[config.mk]
export PLATFORM = sky130hd
export DESIGN_NAME = coin_anim_ctrl
export DESIGN_NICKNAME = d
export VERILOG_FILES = /design/src/rtl/coin_pkg.sv /design/src/rtl/coin_addr_gen.sv /design/src/rtl/coin_anim_ctrl.sv
export SDC_FILE = /design/constraint.sdc
export NUM_CORES = 1
export LEC_CHECK = 0
export CAP_MARGIN = 40
export CORE_ASPECT_RATIO = 0.6
export CORE_MARGIN = 1.5
export CORE_UTILIZATION = 57
export CTS_CLUSTER_DIAMETER = 60
export DETAILED_ROUTE_END_ITERATION = 10
export PLACE_DENSITY = 0.87
export SLEW_MARGIN = 25
export SYNTH_ARGS = -nofsm -noshare
export SYNTH_HDL_FRONTEND = slang
export SYNTH_HIERARCHICAL = 1
export SYNTH_SLANG_ARGS = --single-unit
[constraint.sdc]
create_clock -name Clk -period 11.7 [get_ports Clk]
set_input_delay 1.17 -clock Clk [delete_from_list [all_inputs] [get_ports Clk]]
set_output_delay 1.17 -clock Clk [all_outputs]
set_load 0.02 [all_outputs]
[src/rtl/coin_pkg.sv]
// rtl/coin_pkg.sv - shared state type and sprite geometry for the coin animator
package coin_pkg;

  typedef enum logic [1:0] {
    ST_SPIN    = 2'd0,
    ST_COLLECT = 2'd1,
    ST_GONE    = 2'd2
  } coin_state_t;

  localparam int SPRITE_W     = 20;
  localparam int SPRITE_H     = 20;
  localparam int SPRITE_WORDS = SPRITE_W * SPRITE_H;

endpackage

[src/rtl/coin_addr_gen.sv]
// rtl/coin_addr_gen.sv - sprite hit test and frame ROM address, registered one Clk after the pixel
module coin_addr_gen
  import coin_pkg::*;
(
  input  logic       clk,
  input  logic       reset,
  input  logic       visible,
  input  logic [9:0] draw_x,
  input  logic [9:0] draw_y,
  input  logic [9:0] coin_x,
  input  logic [9:0] coin_y,
  input  logic [9:0] y_off,
  output logic [8:0] read_address,
  output logic       coin_on
);

  localparam int AW = $clog2(SPRITE_WORDS);

  logic [10:0]   rel_x;
  logic [10:0]   rel_y;
  logic          hit;
  logic [AW-1:0] addr;

  // 11-bit two's complement; bit 10 set means the pixel is left of / above the box
  always_comb begin
    rel_x = {1'b0, draw_x} - {1'b0, coin_x};
    rel_y = {1'b0, draw_y} - ({1'b0, coin_y} - {1'b0, y_off});
    hit   = !rel_x[10] && (rel_x[9:0] < 10'(SPRITE_W)) &&
            !rel_y[10] && (rel_y[9:0] < 10'(SPRITE_H));
    addr  = AW'(rel_y[4:0]) * AW'(SPRITE_W) + AW'(rel_x[4:0]);
  end

  always_ff @(posedge clk) begin
    if (reset) begin
      read_address <= '0;
      coin_on      <= 1'b0;
    end else begin
      read_address <= hit ? addr : '0;
      coin_on      <= hit && visible;
    end
  end

endmodule

[src/rtl/coin_anim_ctrl.sv]
// rtl/coin_anim_ctrl.sv - coin spin/collect/gone FSM; define COIN_POP_EN to make a collected coin rise instead of blink
module coin_anim_ctrl
  import coin_pkg::*;
#(
  parameter int SPIN_DIV      = 6,
  parameter int COLLECT_TICKS = 16
) (
  input  logic       Clk,
  input  logic       Reset,
  input  logic       frame_tick,
  input  logic [9:0] DrawX,
  input  logic [9:0] DrawY,
  input  logic [9:0] coin_x,
  input  logic [9:0] coin_y,
  input  logic       collect,
  input  logic       respawn,
  output logic [8:0] read_address,
  output logic [1:0] frame_sel,
  output logic       coin_on,
  output logic       collect_done
);

  localparam int SW = $clog2(SPIN_DIV + 1);
  localparam int CW = $clog2(COLLECT_TICKS + 1);

  coin_state_t state, state_next;
  logic [SW-1:0] spin_cnt;
  logic [CW-1:0] tick_cnt;
  logic [9:0]    y_off;
  logic          spin_last, tick_last;
  logic          visible, done_next, blink_off;

  assign spin_last = (spin_cnt == SW'(SPIN_DIV - 1));
  assign tick_last = (tick_cnt == CW'(COLLECT_TICKS - 1));

  always_ff @(posedge Clk) begin
    if (Reset) state <= ST_SPIN;
    else       state <= state_next;
  end

  always_comb begin
    state_next = state;
    case (state)
      ST_SPIN:    if (collect) state_next = ST_COLLECT;
      ST_COLLECT: if (frame_tick && tick_last) state_next = ST_GONE;
      ST_GONE:    state_next = ST_GONE;
      default:    state_next = ST_SPIN;
    endcase
    if (respawn) state_next = ST_SPIN;
  end

  always_comb begin
`ifdef COIN_POP_EN
    blink_off = 1'b0;
`else
    blink_off = tick_cnt[0];
`endif
    visible   = 1'b1;
    done_next = 1'b0;
    case (state)
      ST_COLLECT: begin
        visible   = !blink_off;
        done_next = frame_tick && tick_last && !respawn;
      end
      ST_GONE: visible = 1'b0;
      default: visible = 1'b1;
    endcase
  end

  // respawn restarts the animation from frame 0 regardless of state
  always_ff @(posedge Clk) begin
    if (Reset || respawn) begin
      spin_cnt  <= '0;
      tick_cnt  <= '0;
      y_off     <= '0;
      frame_sel <= 2'd0;
    end else begin
      case (state)
        ST_SPIN: begin
          if (collect) begin
            spin_cnt <= '0;
            tick_cnt <= '0;
            y_off    <= '0;
          end else if (frame_tick) begin
            if (spin_last) begin
              spin_cnt  <= '0;
              frame_sel <= frame_sel + 2'd1;
            end else begin
              spin_cnt <= spin_cnt + SW'(1);
            end
          end
        end
        ST_COLLECT: begin
          if (frame_tick) begin
            frame_sel <= frame_sel + 2'd1;
            if (tick_last) begin
              tick_cnt <= '0;
              y_off    <= '0;
            end else begin
              tick_cnt <= tick_cnt + CW'(1);
`ifdef COIN_POP_EN
              if (y_off < 10'(COLLECT_TICKS)) y_off <= y_off + 10'd1;
`else
              y_off <= '0;
`endif
            end
          end
        end
        default: y_off <= '0;
      endcase
    end
  end

  always_ff @(posedge Clk) begin
    if (Reset) collect_done <= 1'b0;
    else       collect_done <= done_next;
  end

  coin_addr_gen u_addr (
    .clk          (Clk),
    .reset        (Reset),
    .visible      (visible),
    .draw_x       (DrawX),
    .draw_y       (DrawY),
    .coin_x       (coin_x),
    .coin_y       (coin_y),
    .y_off        (y_off),
    .read_address (read_address),
    .coin_on      (coin_on)
  );

endmodule
==> metrics.txt <==
Crit Path Category=input port to flop; top cells by area, synth=dfxtp_1 16%, ha_1 15%, fa_1 9.2%; hold_buf cts=0; area occupied by multi-input gates=2120 um^2; most frequent cells after synthesis=55 x inv_1, 34 x ha_1, 31 x nand2_1, 27 x a21oi_1, 23 x dfxtp_1; Die ar.=5390 um^2; Hold Crit Class=flop to flop; Final Skew=0.00404 ns; fin crit period=5.49 ns; top_reg_cell synth=dfxtp_1; final WL=6670 um; # rows=19; CP max stage cell=a2111oi_0; max-cap viol count=0; Post-synth EDFFs=0; RR Startpoint=state[0]; number of global-route vias before repair=2,494; fmax=0.182 GHz; number of I/O pins=58; DRC errors left=0; area grow syn2layout=23.6%; Starting Density=0.605; family with the most delay on the worst path=adder cells; Root Driver=clkbuf_8; grt ovf=0; Die W=93.8 um; delay of the slowest critical-path stage=0.72 ns; Max clock buf depth=2; CORE AREA=4660 um^2; number of CTS-inserted buffers=3; Critical Path Source=DrawY[2]; initial antenna violation count=0; worst path cell trace=clkdlybuf4s50_1 -> inv_1 -> fa_1 -> inv_1 -> ha_1 -> nor2b_1 -> o31a_1 -> xor2_1 -> ha_1 -> ha_1 -> a2111oi_0 -> a22oi_1 -> o21ai_0 -> xnor2_1 -> or3_1 -> nor4_1; crit path buf inv count=3; CP Capture Type=flop; WL/cell=14.1 um; first-pass GRT wire length=10,900 um; synthesized area=2820 um^2; Vias=2,693; Slew Viols, Final=0; hold depth=1; layout cells sized above 1=0.0537; antenna viol nets, final=0; Post-Synthesis Cells=350; WP data required=11.87 ns; Resize count post-CTS=0; final hold slack=0.470 ns; Levels on crit path=16; die height=57.5 um; nets=503; peak supply drop=0.0748 mV; Yosys top cell by area=dfxtp_1; # fillers=350; RePlAce Congestion=0.878; Final Util=0.748; postcts setup bufs=0; power per cell area=122 nW/um^2; post-DP HPWL=5530 um; RSZ-0062 raised after global routing=no; number of diodes=0; Final WS setup=6.21 ns; Max FO, Critical Path=5; status=finished clean; most common cell in the netlist=inv_1; average size of a mapped cell=8.05 um^2; critical path arrival=5.66 ns; CTS sink cnt=23; Clk pin slew, worst setup/hold paths=0.09 ns; CTS tree=built; pin count of the biggest net entering global routing=14; Yosys reg bits=23; Total GRT Usage=0.253; H-Tree Depth=1; reg2reg setup slack=9.82 ns; CP most frequent cell=ha_1; total power=425 uW; Sequential Area=460 um^2; ys async rst share=0; YS warnings=6; drt initial violations=209; setup TNS=0 ns; Slew headroom=0.388; TritonRoute pass-1 iters=4; R2R cell count=5; Hold EP=collect_done; sequential fraction of the synthesis area=0.163; worst skew pair latency=0.27 ns; Min-Delay Startpoint=tick_cnt[4]; Worst Tran Pin Value=0.911 ns; crit start category=input port; Setup Viol. Count Final=0; P_leak=1.44 nW; FF-to-FF End=tick_cnt[3]; Vias/cell=5.69; final hold vios=0; share of the synthesized area in the top cell type=0.163; IO buf count=57; Cell variety after synth=59; pre-CTS setup slack=6.09 ns; final worst-path cycle share=0.469
[worst max-delay path by stage]
stage | to | slack, ns
2_1_floorplan | u_addr/read_address[8] | 6.94
3_3_place_gp | u_addr/read_address[8] | 6.32
3_5_place_dp | u_addr/read_address[8] | 6.09
4_1_cts | u_addr/read_address[8] | 6.33
5_1_grt | u_addr/read_address[8] | 6.03
6_report | u_addr/read_address[8] | 6.21
[per-stage QoR]
stage	cell area (um^2)	cells
floorplan	2850	359
global placement	3440	469
detailed placement	3440	469
CTS	3480	473
global route	3480	473
finish	3480	473
[worst reg2reg max path, stage by stage, from the launching register on]
cell	delay, ns
dfxtp_1	0.34
inv_1	0.10
ha_1	0.32
nor2b_1	0.56
nand4b_1	0.30
o211ai_1	0.14
[layer usage]
layer | wire, um | GRT usage | vias to the layer above
met5 | 0 | 0 | -
met4 | 64 | 0.0512 | 0
met3 | 527 | 0.0373 | 8
met2 | 2990 | 0.417 | 118
met1 | 3090 | 0.357 | 1249
li1 | - | - | 1318
[registers in the layout (all words and copies together), names as in the netlist]
name	flops
tick_cnt	5
u_addr/read_address	9
collect_done	1
state	2
frame_sel	2
u_addr/coin_on	1
spin_cnt	3
[layout make-up]
type,instances,area share
multi-input cells,271,0.609
repair buffers,57,0.164
flip-flops and latches,23,0.132
inverters,55,0.0593
well taps,63,0.0226
clock buffers,3,0.0119
clock inverters,1,0.00144
[kinds of logic (layout without fill, tap and decap cells)]
family,Yosys count,count (layout),synth area share
flip-flops,23,23,0.163
AND/OR/NAND/NOR,121,121,0.254
adder cells (fa/ha/maj),47,47,0.243
XOR/XNOR,17,17,0.0528
AO/OA/AOI/OAI,71,71,0.171
buffers and inverters,65,116,0.0959
multiplexers,5,5,0.0178
other,1,10,0.00133
[cell usage in the layout, fill, tap and decap left out, types with 3 or more instances in the layout]
cell	n
a21oi_1	27
nand2_1	31
nand3_1	11
nor2_1	14
ha_1	34
fa_1	13
o31ai_1	4
nor4_1	5
conb_1	10
nand4_1	3
clkdlybuf4s50_1	57
nor2b_1	4
o21a_1	4
mux2i_1	5
nand2b_1	7
or3_1	5
dfxtp_1	23
clkbuf_8	3
xnor2_1	14
nor4_2	10
nand3b_1	3
o21ai_0	10
nor3_1	10
inv_1	55
xor2_1	3
a21o_1	4
[report_power, final]
group	total (mW)	switching [mW]	internal [mW]	leakage (nW)
clock	0.0509	0.0271	0.0238	0.0255
combinational	0.295	0.168	0.127	1.23
sequential	0.0793	0.000514	0.0788	0.185
No activity file was read; power rests on OpenSTA's default activity.
